$ cat src/rtl/regfile_pkg.sv
// Shared types and default widths for the scoreboarded register file.
package regfile_pkg;

    localparam int DEF_DATA_W = 16;
    localparam int DEF_ADDR_W = 4;

    // Clear-sweep engine states
    typedef enum logic [1:0] {
        IDLE  = 2'd0,
        SWEEP = 2'd1,
        DONE  = 2'd2
    } clr_state_t;

endpackage

$ cat src/rtl/rf_scoreboard.sv
// Pending-write scoreboard: one bit per register, set on issue of a
// long-latency op, cleared by writeback or by the clear sweep.
module rf_scoreboard
    import regfile_pkg::*;
#(
    parameter int ADDR_W = DEF_ADDR_W
) (
    input  logic              clk,
    input  logic              rst,
    input  logic              set_en,
    input  logic [ADDR_W-1:0] set_addr,
    input  logic              clr_en,
    input  logic [ADDR_W-1:0] clr_addr,
    input  logic              sweep_en,
    input  logic [ADDR_W-1:0] sweep_addr,
    input  logic [ADDR_W-1:0] addr_a,
    input  logic [ADDR_W-1:0] addr_b,
    input  logic [ADDR_W-1:0] addr_d,
    output logic              rdy_a,
    output logic              rdy_b,
    output logic              rdy_d
);

    localparam int NUM_REGS = 2**ADDR_W;

    logic [NUM_REGS-1:0] pending_q;
    logic [NUM_REGS-1:0] pending_d;

    // Next pending vector: sweep overrides everything; otherwise an issue
    // mark to the same register as a writeback wins over the clear.
    always_comb begin
        pending_d = pending_q;
        if (sweep_en) begin
            pending_d[sweep_addr] = 1'b0;
        end else begin
            if (clr_en) pending_d[clr_addr] = 1'b0;
            if (set_en) pending_d[set_addr] = 1'b1;
        end
    end

    // Pending bit register
    always_ff @(posedge clk or negedge rst) begin
        if (!rst) pending_q <= '0;
        else      pending_q <= pending_d;
    end

    assign rdy_a = ~pending_q[addr_a];
    assign rdy_b = ~pending_q[addr_b];
    assign rdy_d = ~pending_q[addr_d];

endmodule

$ cat src/rtl/scoreboard_register_file.sv
// Register file with three combinational read ports, one write port,
// optional write bypass and hardwired R0, a pending-write scoreboard and a
// sequential clear-sweep engine.
module scoreboard_register_file
    import regfile_pkg::*;
#(
    parameter int DATA_W  = DEF_DATA_W,
    parameter int ADDR_W  = DEF_ADDR_W,
    parameter int BYPASS  = 1,
    parameter int ZERO_R0 = 0
) (
    input  logic              clk,
    input  logic              rst,
    input  logic              w_en,
    input  logic [ADDR_W-1:0] addr_c,
    input  logic [DATA_W-1:0] data_c,
    input  logic [ADDR_W-1:0] addr_a,
    input  logic [ADDR_W-1:0] addr_b,
    input  logic [ADDR_W-1:0] addr_d,
    output logic [DATA_W-1:0] data_a,
    output logic [DATA_W-1:0] data_b,
    output logic [DATA_W-1:0] data_d,
    output logic              rdy_a,
    output logic              rdy_b,
    output logic              rdy_d,
    input  logic              iss_en,
    input  logic [ADDR_W-1:0] addr_iss,
    input  logic              clr_req,
    output logic              clr_busy,
    output logic              clr_done
);

    localparam int                NUM_REGS = 2**ADDR_W;
    localparam logic [ADDR_W-1:0] LAST_IDX = ADDR_W'(NUM_REGS - 1);

    // True when the address is the hardwired zero register
    function automatic logic r0_hard(input logic [ADDR_W-1:0] a);
        return (ZERO_R0 != 0) && (a == '0);
    endfunction

    clr_state_t        state_q, state_d;
    logic [ADDR_W-1:0] idx_q, idx_d;
    logic [DATA_W-1:0] regs [NUM_REGS];

    logic sweeping;
    logic wr_ok;
    logic iss_ok;
    logic byp_on;
    logic hit_a, hit_b, hit_d;
    logic sb_rdy_a, sb_rdy_b, sb_rdy_d;

    assign sweeping = (state_q == SWEEP);
    assign wr_ok    = w_en   && !sweeping && !r0_hard(addr_c);
    assign iss_ok   = iss_en && !sweeping && !r0_hard(addr_iss);
    // Forwarding is suppressed during the sweep and while reset is held
    assign byp_on   = (BYPASS != 0) && w_en && rst && !sweeping;

    assign hit_a = byp_on && (addr_c == addr_a);
    assign hit_b = byp_on && (addr_c == addr_b);
    assign hit_d = byp_on && (addr_c == addr_d);

    // Clear FSM state and sweep index registers
    always_ff @(posedge clk or negedge rst) begin
        if (!rst) begin
            state_q <= IDLE;
            idx_q   <= '0;
        end else begin
            state_q <= state_d;
            idx_q   <= idx_d;
        end
    end

    // Clear FSM next-state and status outputs
    always_comb begin
        state_d  = state_q;
        idx_d    = idx_q;
        clr_busy = 1'b0;
        clr_done = 1'b0;
        case (state_q)
            IDLE: begin
                if (clr_req) begin
                    state_d = SWEEP;
                    idx_d   = '0;
                end
            end
            SWEEP: begin
                clr_busy = 1'b1;
                if (idx_q == LAST_IDX) begin
                    state_d = DONE;
                    idx_d   = '0;
                end else begin
                    idx_d = idx_q + ADDR_W'(1);
                end
            end
            DONE: begin
                clr_done = 1'b1;
                state_d  = IDLE;
            end
            default: begin
                state_d = IDLE;
                idx_d   = '0;
            end
        endcase
    end

    // Register storage: sweep clears one entry per cycle, otherwise port C writes
    always_ff @(posedge clk or negedge rst) begin
        if (!rst) begin
            for (int i = 0; i < NUM_REGS; i++) regs[i] <= '0;
        end else if (sweeping) begin
            regs[idx_q] <= '0;
        end else if (wr_ok) begin
            regs[addr_c] <= data_c;
        end
    end

    rf_scoreboard #(
        .ADDR_W (ADDR_W)
    ) u_scoreboard (
        .clk        (clk),
        .rst        (rst),
        .set_en     (iss_ok),
        .set_addr   (addr_iss),
        .clr_en     (wr_ok),
        .clr_addr   (addr_c),
        .sweep_en   (sweeping),
        .sweep_addr (idx_q),
        .addr_a     (addr_a),
        .addr_b     (addr_b),
        .addr_d     (addr_d),
        .rdy_a      (sb_rdy_a),
        .rdy_b      (sb_rdy_b),
        .rdy_d      (sb_rdy_d)
    );

    // Read muxes: hardwired R0 beats bypass, bypass beats storage
    assign data_a = r0_hard(addr_a) ? '0 : (hit_a ? data_c : regs[addr_a]);
    assign data_b = r0_hard(addr_b) ? '0 : (hit_b ? data_c : regs[addr_b]);
    assign data_d = r0_hard(addr_d) ? '0 : (hit_d ? data_c : regs[addr_d]);

    assign rdy_a = sweeping ? 1'b0 : ((r0_hard(addr_a) || hit_a) ? 1'b1 : sb_rdy_a);
    assign rdy_b = sweeping ? 1'b0 : ((r0_hard(addr_b) || hit_b) ? 1'b1 : sb_rdy_b);
    assign rdy_d = sweeping ? 1'b0 : ((r0_hard(addr_d) || hit_d) ? 1'b1 : sb_rdy_d);

endmodule
$ cat config.mk
export PLATFORM = sky130hd
export DESIGN_NAME = scoreboard_register_file
export DESIGN_NICKNAME = d
export VERILOG_FILES = /design/src/rtl/regfile_pkg.sv /design/src/rtl/rf_scoreboard.sv /design/src/rtl/scoreboard_register_file.sv
export SDC_FILE = /design/constraint.sdc
export NUM_CORES = 1
export LEC_CHECK = 0
export ABC_CLOCK_PERIOD_IN_PS = 6200
export BUFFER_PORTS_ARGS = -buffer_cell sky130_fd_sc_hd__buf_2
export CORE_MARGIN = 2
export CORE_UTILIZATION = 40
export DETAILED_ROUTE_END_ITERATION = 8
export GPL_ROUTABILITY_DRIVEN = 0
export SLEW_MARGIN = 10
export SYNTH_ARGS = -nofsm -noshare
export SYNTH_HDL_FRONTEND = slang
export SYNTH_SLANG_ARGS = --single-unit
$ cat constraint.sdc
create_clock -name clk -period 6.2 [get_ports clk]
set_input_delay 1.24 -clock clk [delete_from_list [all_inputs] [get_ports clk]]
set_output_delay 1.24 -clock clk [all_outputs]
set_load 0.05 [all_outputs]
# ---- Yosys cells after proc, flatten, opt, wreduce, memory -nomap -nowiden
# Index checks and enable logic that the tools add are counted.
dict set report totals {
  n_memories 0
  regBits 278
  ramBits 0
  word_cells 126
  out_inout_bits 53
  latchBits 0
  romBits 0
}
dict set report classes {
  reduce_logical 17
  n_eq_ne 8
  mux 49
  multipliers 0
  div_mod_pow 0
  n_shift 0
  bitwise 16
  n_lt_le_gt_ge 16
  n_addsub 1
}
# operator count
set ops {}
lappend ops {{$mux W256} 2}
lappend ops {{$and A256 B256 Y256} 1}
lappend ops {{$bwmux W256} 1}
lappend ops {{$not A256 Y256} 1}
lappend ops {{$mux W16} 15}
lappend ops {{$bmux W16 S4} 3}
lappend ops {{$demux W16 S4} 2}
lappend ops {{$and A16 B16 Y16} 2}
lappend ops {{$not A16 Y16} 2}
lappend ops {{$lt A4 B5 Y1 const B} 6}
lappend ops {{$ge A5 B5 Y1 const B} 5}
lappend ops {{$not A4 Y5} 5}
lappend ops {{$or A16 B16 Y16} 1}
lappend ops {{$mux W1} 14}
lappend ops {{$bmux W1 S4} 3}
lappend ops {{$demux W1 S4} 3}
lappend ops {{$eq A4 B4 Y1} 3}
lappend ops {{$ge A4 B1 Y1 const B} 3}
lappend ops {{$logic_and A1 B1 Y1} 12}
lappend ops {{$pmux W4 S3} 1}
lappend ops {{$lt A5 B1 Y1 const B} 2}
lappend ops {{$mux W4} 2}
lappend ops {{$add A4 B1 Y4 const B} 1}
lappend ops {{$eq A4 B4 Y1 const B} 1}
lappend ops {{11 further kinds} 16}

# ---- Longest topological paths before layout
# Gate-level depths: netlist of the first run.
dict set report logic_depth {
  depth_word 11
  mapped_depth 8
  depth_no_buf 6
}

# ---- Hierarchy
# A second synthesis of the first run with hierarchy kept.
dict set report hier_totals {
  cells_unflattened 1290
  area_unflattened_um2 17877.1
}
# module seq_area_each_um2 cells_per_inst n_inst area_each_um2
set by_module_without_submodules {}
lappend by_module_without_submodules {scoreboard_register_file 6556.3 1160 1 16529.6}
lappend by_module_without_submodules {rf_scoreboard 400.4 130 1 1347.5}

# ---- Worst setup path after synthesis of the first run
# Ideal clock, no wire load.
dict set report synth_timing {
  path_type {input-to-output}
  start {input port addr_a[0]}
  end {output port data_a[10]}
  path_slack_ns 2.229
  stages 6
  t_arrival_ns 2.731
  required_ns 4.960
  cell_sequence {buf_6 > buf_2 > mux4_2 > mux2i_1 > mux2i_1 > mux2_2}
}
dict set report synth_via {
  elab_chain_len 5
  word_cells_on_any_way 7
}
# item line
set synth_rtl {}
lappend synth_rtl {{start: declaration} scoreboard_register_file.sv:17} ;# input logic [ADDR_W-1:0] addr_a,
lappend synth_rtl {{$not A4 Y5 (implied by the code)} scoreboard_register_file.sv:137} ;# assign data_a = r0_hard(addr_a) ? '0 : (hit_a ? data_c : regs[addr_a]);
lappend synth_rtl {{$bmux W16 S4} scoreboard_register_file.sv:137}
lappend synth_rtl {{$mux W16 (implied by the code) (2 in series)} scoreboard_register_file.sv:137}
lappend synth_rtl {{$mux W16 *} scoreboard_register_file.sv:137}
lappend synth_rtl {{end: declaration} scoreboard_register_file.sv:20} ;# output logic [DATA_W-1:0] data_a,
# Mark *: on every way between the ends. The rest lies on a longest branch, timed or not. The select of a mux whose other input is x is not followed.

# ---- Worst setup path in the final report of the first run
dict set report layout_timing {
  start {input port addr_d[0]}
  end {output port data_d[4]}
}
dict set report layout_via {
  elab_chain_len 5
  word_cells_on_any_way 7
}
# item line
set layout_rtl {}
lappend layout_rtl {{start: declaration} scoreboard_register_file.sv:19} ;# input logic [ADDR_W-1:0] addr_d,
lappend layout_rtl {{$not A4 Y5 (implied by the code)} scoreboard_register_file.sv:139} ;# assign data_d = r0_hard(addr_d) ? '0 : (hit_d ? data_c : regs[addr_d]);
lappend layout_rtl {{$bmux W16 S4} scoreboard_register_file.sv:139}
lappend layout_rtl {{$mux W16 (implied by the code) (2 in series)} scoreboard_register_file.sv:139}
lappend layout_rtl {{$mux W16 *} scoreboard_register_file.sv:139}
lappend layout_rtl {{end: declaration} scoreboard_register_file.sv:22} ;# output logic [DATA_W-1:0] data_d,
# Marks and branches as above.

==> impl_metrics.tcl, run 1 <==
set metrics [dict create \
    critPathLaunchType "input port" \
    synthFlopType "dfrtp_1" \
    via_count 13000 \
    rrSetupSlack_ns 3.69 \
    n_antenna_cell 0 \
    yosysUniqueCellTypes 44 \
    die_area_um2 46100 \
    cts_made_buffers 31 \
    wl_um 61500 \
    arrival_ns 3.59 \
    place_ws_ns 1.35 \
    layout.cells.most_common "dfrtp_1" \
    drv_cap 0 \
    syn_nets 1278 \
    netlist_instances 1233 \
    synthToLayoutAreaGrowth_pct 10.3 \
    cts_setup_buffers 0 \
    holdPathEnd "regs[23]" \
    grt_pass1_wl_um 91100 \
    rows 77 \
    reg2reg_from "state_q[1]" \
    fin_nets 1296 \
    fin_setup_tns_ns 0 \
    crit_type "in2out" \
    routed_via_density 6.97 \
    cts_tree "yes" \
    antenna_left 0 \
    antenna_found_initial 1 \
    insertion_delay_ns 0.58 \
    worst_clock_skew_ns 0.0233 \
    setup_viol 0 \
    min_from "regs[23]" \
    cts_hold_buffers 0 \
    maxSlewViolCount 0 \
    worstMarginPinSlew_ns 1.19 \
    start_util_pct 40.3 \
    syn_area_um2 17700 \
    power.density_nw_per_um2 349 \
    ys_ff_latch 278 \
    crit_path_max_fanout 30 \
    die_y_um 215 \
    drive_above_1_share_pct 37.1 \
    hold_path_class "reg2reg" \
    dp_hpwl_um 36900 \
    async_flop_share_pct 100 \
    period_share_pct 77.9 \
    worstPathRequired_ns 4.96 \
    grt_overflow 0 \
    ys_warn_count 0 \
    grt_use_total_pct 26.7 \
    hold_violations 0 \
    grt_max_degree 71 \
    pin_count 94 \
    num-fill-cells 3955 \
    yosysSeqAreaShare_pct 39.2 \
    hold_depth 1 \
    fp.coreArea_um2 44000 \
    synth.avg_cell_area_um2 14.4 \
    layout_setup_ws_ns 1.37 \
    avgRoutedWirePerCell_um 33.0 \
    grt_pass1_vias 13100 \
    r2r_cells 4 \
    cts_root_buffer "clkbuf_16" \
    max_freq_mhz 207 \
    cp-end-kind "output pin" \
    dr.pass1.iters 6 \
    io_buffers 93 \
    synth-edff-count 0 \
    cts.sink_count 278 \
    die_w_um 215 \
    drt-initial-drc-count 1625 \
    final_util_pct 44.5 \
    status "finished, final reports clean" \
    p_leak_uw 0.00860 \
    drc_errors 0 \
    htree_levels 1 \
    maxSlewHeadroom_pct 20.8 \
    rsz0062_at_grt "no" \
    peakVddDrop_mv 0.219 \
    period_needed_ns 4.83 \
    clock_path_buffers 3 \
    clkTransAtPathRegs_ns 0.06 \
    reg2reg_to "regs[71]" \
    power_uw 6830 \
    cts_resized 0 \
    final_cell_mix "278 x dfrtp_1, 271 x a22o_1, 204 x mux4_2, 150 x mux2i_1, 86 x buf_2" \
]
-- cell families (layout without fill, tap and decap cells) --
family	Yosys count	count (layout)	synth area share [%]
mux	405	405	37.6
compound gates	301	301	14.7
flops	278	278	39.2
buf+inv	157	195	4.82
simple gates	76	76	2.77
xor+xnor	12	12	0.592
fa+ha+maj	4	4	0.282
-- synth_stat cells (all sizes together), types with 5 or more instances --
| library cell | count | area share [%] |
|---|---|---|
| a21oi | 18 | 0.85 |
| a22o | 271 | 13 |
| and2 | 5 | 0.18 |
| buf | 127 | 4.2 |
| clkbuf | 24 | 0.51 |
| dfrtp | 278 | 39 |
| inv | 6 | 0.13 |
| mux2 | 51 | 3.2 |
| mux2i | 150 | 8.5 |
| mux4 | 204 | 26 |
| nand2b | 5 | 0.22 |
| nor2 | 31 | 0.83 |
| nor3 | 9 | 0.34 |
| xnor2 | 12 | 0.59 |
-- layer usage --
| metal | routed length [um] | up-vias | track usage [%] |
|---|---|---|---|
| li1 | - | 5089 | - |
| met1 | 24900 | 6932 | 37.1 |
| met2 | 28100 | 782 | 40.7 |
| met3 | 5420 | 175 | 5.18 |
| met4 | 3140 | 2 | 12.7 |
| met5 | 13 | - | 0 |
-- how the worst max path moves through the flow --
stage / endpoint / slack (ns) / start / cells past startpoint
CTS: data_d[4] / 1.33 / addr_d[0] / 7
finish: data_d[4] / 1.37 / addr_d[0] / 7
detailed placement: data_d[4] / 1.35 / addr_d[0] / 7
global route: data_d[13] / 1.22 / addr_d[0] / 7
floorplan: data_a[10] / 2.23 / addr_a[0] / 6
global placement: data_d[9] / 1.37 / addr_d[0] / 7
-- sequential cells by signal (all words and copies together), names as in the netlist --
register	cells
idx_q	4
regs	256
state_q	2
u_scoreboard.pending_q	16
-- power by group --
group	total, uW	leakage [uW]	internal, uW	switching (uW)
combinational	2340	0.00428	1060	1290
sequential	2660	0.00384	2220	447
clock	1820	0.000484	1060	759
total	6830	0.00860	4340	2490
-- layout make-up --
class	instances	area (um2)	area share, %
clock buffers	46	892	4.56
inverters	6	22.5	0.115
multi-input cells	798	10000	51.2
flip-flops and latches	278	6960	35.5
repair buffers	136	851	4.35
clock inverters	7	85.1	0.435
well taps	592	741	3.78
-- per-stage QoR --
step,cells,cell area (um2),hold WS [ns]
floorplan,1233,17700,0.472
global placement,1810,18600,0.511
detailed placement,1810,18600,0.519
CTS,1863,19600,0.533
global route,1863,19600,0.555
finish,1863,19600,0.534
-- critical path: stages --
cell and delay, ns:
buf_4 0.52, buf_4 0.41, mux4_2 0.55, mux2i_1 0.16, mux2i_1 0.11, mux2_2 0.35, buf_2 0.23
No activity file was read; power rests on OpenSTA's default activity.
==> inputs of run 2 (changes only) <==
--- a/config.mk
+++ b/config.mk
@@ -5,7 +5,7 @@
 export SDC_FILE = /design/constraint.sdc
 export NUM_CORES = 1
 export LEC_CHECK = 0
-export ABC_CLOCK_PERIOD_IN_PS = 6200
+export ABC_CLOCK_PERIOD_IN_PS = 4000
 export BUFFER_PORTS_ARGS = -buffer_cell sky130_fd_sc_hd__buf_2
 export CORE_MARGIN = 2
 export CORE_UTILIZATION = 40
==> constraint.sdc (replaced) <==
create_clock -name clk -period 4 [get_ports clk]
set_input_delay 0.8 -clock clk [delete_from_list [all_inputs] [get_ports clk]]
set_output_delay 0.8 -clock clk [all_outputs]
set_load 0.05 [all_outputs]
==> impl_metrics.tcl, run 2 (synthesis gave the netlist of run 1 again) <==
set metrics [dict create \
    num-fill-cells 3832 \
    layout_setup_ws_ns 0.406 \
    wl_met1_um 24300 \
    fin_cells 1896 \
    period_share_pct 89.8 \
    drt-initial-drc-count 1675 \
    wl_um 61400 \
    highest_layer "met5" \
    hold_violations 0 \
    maxSlewViolCount 0 \
    cts_setup_buffers 0 \
    insertion_delay_ns 0.53 \
    grt_use_total_pct 26.8 \
    arrival_ns 2.79 \
    crit_path_max_fanout 16 \
    fp.coreArea_um2 44000 \
    htree_levels 2 \
    cts_tree "yes" \
    clkTransAtPathRegs_ns 0.06 \
    grt_pass1_wl_um 91200 \
    reg.largest.list "regs x256, u_scoreboard.pending_q x16, idx_q x4" \
    period_needed_ns 3.59 \
    io_buffers 93 \
    synthToLayoutAreaGrowth_pct 13.2 \
    met2WireLength_um 28200 \
    cts_root_buffer "clkbuf_16" \
    die_area_um2 46100 \
    fin_nets 1323 \
    avgRoutedWirePerCell_um 32.4 \
    dp_hpwl_um 36800 \
    max_freq_mhz 278 \
    wl_met3_um 6320 \
    final_cell_mix "278 x dfrtp_1, 271 x a22o_1, 204 x mux4_2, 150 x mux2i_1, 86 x buf_2" \
    die_w_um 215 \
    fin_setup_tns_ns 0 \
    drv_cap 0 \
    whs_ns 0.152 \
    die_y_um 215 \
    worstPathRequired_ns 3.20 \
    regMostFlops "regs" \
    dp_cells 1834 \
    grt_max_degree 169 \
    cts_hold_buffers 0 \
    crit_type "reg2out" \
    maxSlewHeadroom_pct 31.3 \
    rows 77 \
    start_util_pct 40.3 \
    drc_errors 0 \
    antenna_left 0 \
    grt_pass1_vias 13300 \
    pin_count 94 \
    cts_made_buffers 34 \
    place_ws_ns 0.456 \
    worst_clock_skew_ns 0.0142 \
    drive_above_1_share_pct 38.8 \
    cp-end-kind "output pin" \
    largest_register_ffs 256 \
    clock_path_buffers 3 \
    rsz0062_at_grt "no" \
    antenna_found_initial 2 \
    r2r_cells 5 \
    dr.pass1.iters 7 \
    cts.sink_count 278 \
    cts_resized 0 \
    grt_overflow 0 \
    critPathLaunchType "flop" \
    setup_viol 0 \
    worstMarginPinSlew_ns 1.03 \
    p_leak_uw 0.00887 \
    layout.cells.most_common "dfrtp_1" \
    status "finished, final reports clean" \
    power.density_nw_per_um2 553 \
    routed_via_density 6.88 \
    via_count 13000 \
    hold_path_class "in2async" \
    peakVddDrop_mv 0.310 \
]
==> run 2: changes by cell type in the layout (fill, tap and decap cells not counted), sizes merged <==
cell      delta
clkinvlp     +2
bufinv       +2
buf         +24
diode        +1
clkbuf       +5
clkinv       -1
==> run 2: area by class of cell <==
type / count / area [um2] / area share, %
clock inverter: 10 / 159 / 0.791
tap: 592 / 741 / 3.69
antenna: 1 / 2.50 / 0.0125
inverter: 6 / 22.5 / 0.112
multi-input combinational: 798 / 9970 / 49.6
timing repair buffer: 160 / 1180 / 5.88
clock buffer: 51 / 1060 / 5.27
sequential: 278 / 6960 / 34.6
==> run 2: critical path, cell delays in order, from the launching register on <==
cell	delay (ns)
dfrtp_1	0.49
nand2b_4	0.34
nand3_4	0.19
nor2_4	0.40
buf_12	0.21
mux2_2	0.40
buf_2	0.23
==> run 2: routing by layer <==
metal  GRT usage, %  vias up
met5              0        -
met4           10.3        2
met1           36.8     6885
met3           6.50      149
met2           41.4      843
li1               -     5160
==> run 2: path summary, 6_finish.rpt <==
check                           start                         to  slack, ns
max reg2reg                state_q[0]                  regs[103]       1.43
min in group clk             regs[23]                   regs[23]       0.54
min reg2reg                  regs[23]                   regs[23]       0.54
max                        state_q[0]                  data_d[4]       0.41
max in group asynchronous         rst                  regs[231]       2.52
min                               rst  u_scoreboard.pending_q[8]       0.15
==> run 2: report_power, final <==
group / internal, uW / switching (uW) / leakage [uW]
clock network: 2090 / 1270 / 0.000593
logic: 1660 / 1980 / 0.00443
registers: 3430 / 672 / 0.00384
==> run 2: through the flow <==
stage / total power, uW / utilization (%) / area, um2
final: 11100 / 45.6 / 20100
after detailed placement: 7710 / 42.9 / 18900
after global routing: 11500 / 45.6 / 20100
after CTS: 11100 / 45.6 / 20100
after global placement: 7640 / 42.9 / 18900
after floorplan: 6590 / - / 17700
==> inputs of run 3 (changes only) <==
--- a/config.mk
+++ b/config.mk
@@ -8,9 +8,10 @@
 export ABC_CLOCK_PERIOD_IN_PS = 4000
 export BUFFER_PORTS_ARGS = -buffer_cell sky130_fd_sc_hd__buf_2
 export CORE_MARGIN = 2
-export CORE_UTILIZATION = 40
+export CORE_UTILIZATION = 50
 export DETAILED_ROUTE_END_ITERATION = 8
 export GPL_ROUTABILITY_DRIVEN = 0
+export PLACE_DENSITY = 0.7
 export SLEW_MARGIN = 10
 export SYNTH_ARGS = -nofsm -noshare
 export SYNTH_HDL_FRONTEND = slang
==> impl_metrics.tcl, run 3 (synthesis gave the netlist of run 1 again) <==
set metrics [dict create \
    status "finished, final reports clean" \
    cts_resized 0 \
    io_buffers 93 \
    critical-path-top-delay-family "multiplexers" \
    cp-end-kind "output pin" \
    worstPathRequired_ns 3.20 \
    power.internal_uw 6790 \
    peakVddDrop_mv 0.307 \
    dpl_cell_area_um2 18700 \
    via_count 13400 \
    insertion_delay_ns 0.58 \
    crit_buf_inv 3 \
    arrival_ns 2.75 \
    routed_via_density 7.63 \
    cp_slowest_cell "mux4_2" \
    crit_type "in2out" \
    pwr-share-clk_pct 27.1 \
    regMostFlops "regs" \
    p_seq_share_pct 38.6 \
    wl_um 60700 \
    worstMarginPinSlew_ns 1.03 \
    max_freq_mhz 282 \
    cts_setup_buffers 0 \
    cts.sink_count 278 \
    fp.coreArea_um2 34700 \
    grt_pass1_vias 13400 \
    fin_nets 1317 \
    crit_path_cell_trace "buf_4 > buf_12 > mux4_2 > mux2i_1 > mux2i_1 > mux2_2 > buf_2" \
    dr.pass1.iters 5 \
    sw_frac_of_total_pct 36.6 \
    hold_violations 0 \
    cts_hold_buffers 0 \
    hold_path_class "in2async" \
    die_area_um2 37000 \
    critPathLaunchType "input port" \
    period_needed_ns 3.55 \
    cts_tree "yes" \
    p_leak_uw 0.00878 \
    htree_levels 1 \
    grt_max_degree 74 \
    place_ws_ns 0.452 \
    setup_viol 0 \
    maxSlewHeadroom_pct 31.3 \
    p_comb_share_pct 34.3 \
    clkTransAtPathRegs_ns 0.07 \
    reg.largest.list "regs x256, u_scoreboard.pending_q x16, idx_q x4" \
    fin_setup_tns_ns 0 \
    grt_pass1_wl_um 90200 \
    rsz0062_at_grt "no" \
    drt-initial-drc-count 1667 \
    crit_path_max_fanout 13 \
    drv_cap 0 \
    dp_hpwl_um 36200 \
    avgRoutedWirePerCell_um 34.7 \
    pin_count 94 \
    largest_register_ffs 256 \
    cts_root_buffer "clkbuf_16" \
    max_stage_delay_ns 0.51 \
    start_util_pct 51.1 \
    clock_path_buffers 3 \
    critPathMostFrequentCell "mux2i_1" \
    cts_made_buffers 31 \
    synthToLayoutAreaGrowth_pct 11.2 \
    maxSlewViolCount 0 \
    grt_use_total_pct 33.7 \
    worst_clock_skew_ns 0.0129 \
    antenna_left 0 \
    rows 68 \
    layout.cells.most_common "dfrtp_1" \
    power.density_nw_per_um2 543 \
    antenna_found_initial 1 \
    drive_above_1_share_pct 38.2 \
    final_cell_mix "278 x dfrtp_1, 271 x a22o_1, 204 x mux4_2, 150 x mux2i_1, 86 x buf_2" \
    layout_setup_ws_ns 0.452 \
    die_w_um 192 \
    grt_overflow 0 \
    die_y_um 192 \
    period_share_pct 88.7 \
    power_switching_uw 3930 \
    final_area_um2 19700 \
    drc_errors 0 \
]
[run 3: cell count changes in the layout (fill, tap and decap cells not counted), moves of 4 or more]
cell       previous run  this run
buf_4                58        53
clkbuf_16            37        31
nor2_2                9         4
clkinv_2              3         8
nor2_1               19        23
[run 3: worst paths after layout]
check | cells after the start | endpoint | start | slack, ns
min reg2reg | 1 | regs[148] | regs[148] | 0.53
max | 7 | data_d[14] | addr_d[0] | 0.45
min | 1 | regs[128] | rst | 0.06
max reg2reg | 6 | regs[211] | state_q[1] | 1.58
min in group clk | 1 | regs[148] | regs[148] | 0.53
max in group asynchronous | 3 | regs[202] | rst | 1.84
[run 3: layer usage]
layer / up-vias / part of all wire (%) / track usage [%]
li1: 5127 / - / -
met1: 6950 / 37 / 47.2
met2: 1066 / 44 / 48.4
met3: 217 / 13 / 9.35
met4: 2 / 5.7 / 16.9
met5: - / 0.021 / 0
[run 3: area by class of cell]
class	count	area (um2)
fillers	2736	15000
repair buffers	157	1180
well taps	455	569
flip-flops and latches	278	6960
diodes	1	2.50
clock inverters	12	116
multi-input cells	798	9980
clock buffers	44	905
inverters	6	22.5
[run 3: power groups by stage]
stage	Sequential, uW	Clock [uW]	Combinational [uW]
6_report	4140	2900	3680
5_1_grt	4210	3040	3850
4_1_cts	4090	2920	3640
3_5_place_dp	4120	0	3630
3_3_place_gp	4090	0	3560
2_1_floorplan	3870	0	2710
[run 3: metrics by stage]
step	util (%)	std cells	hold WS (ns)	total power, uW
CTS	56.8	1750	0.0760	10600
detailed placement	53.9	1694	0.520	7750
global route	56.8	1750	0.0784	11100
finish	56.8	1751	0.0629	10700
floorplan	-	1233	0.472	6590
global placement	53.9	1694	0.511	7660
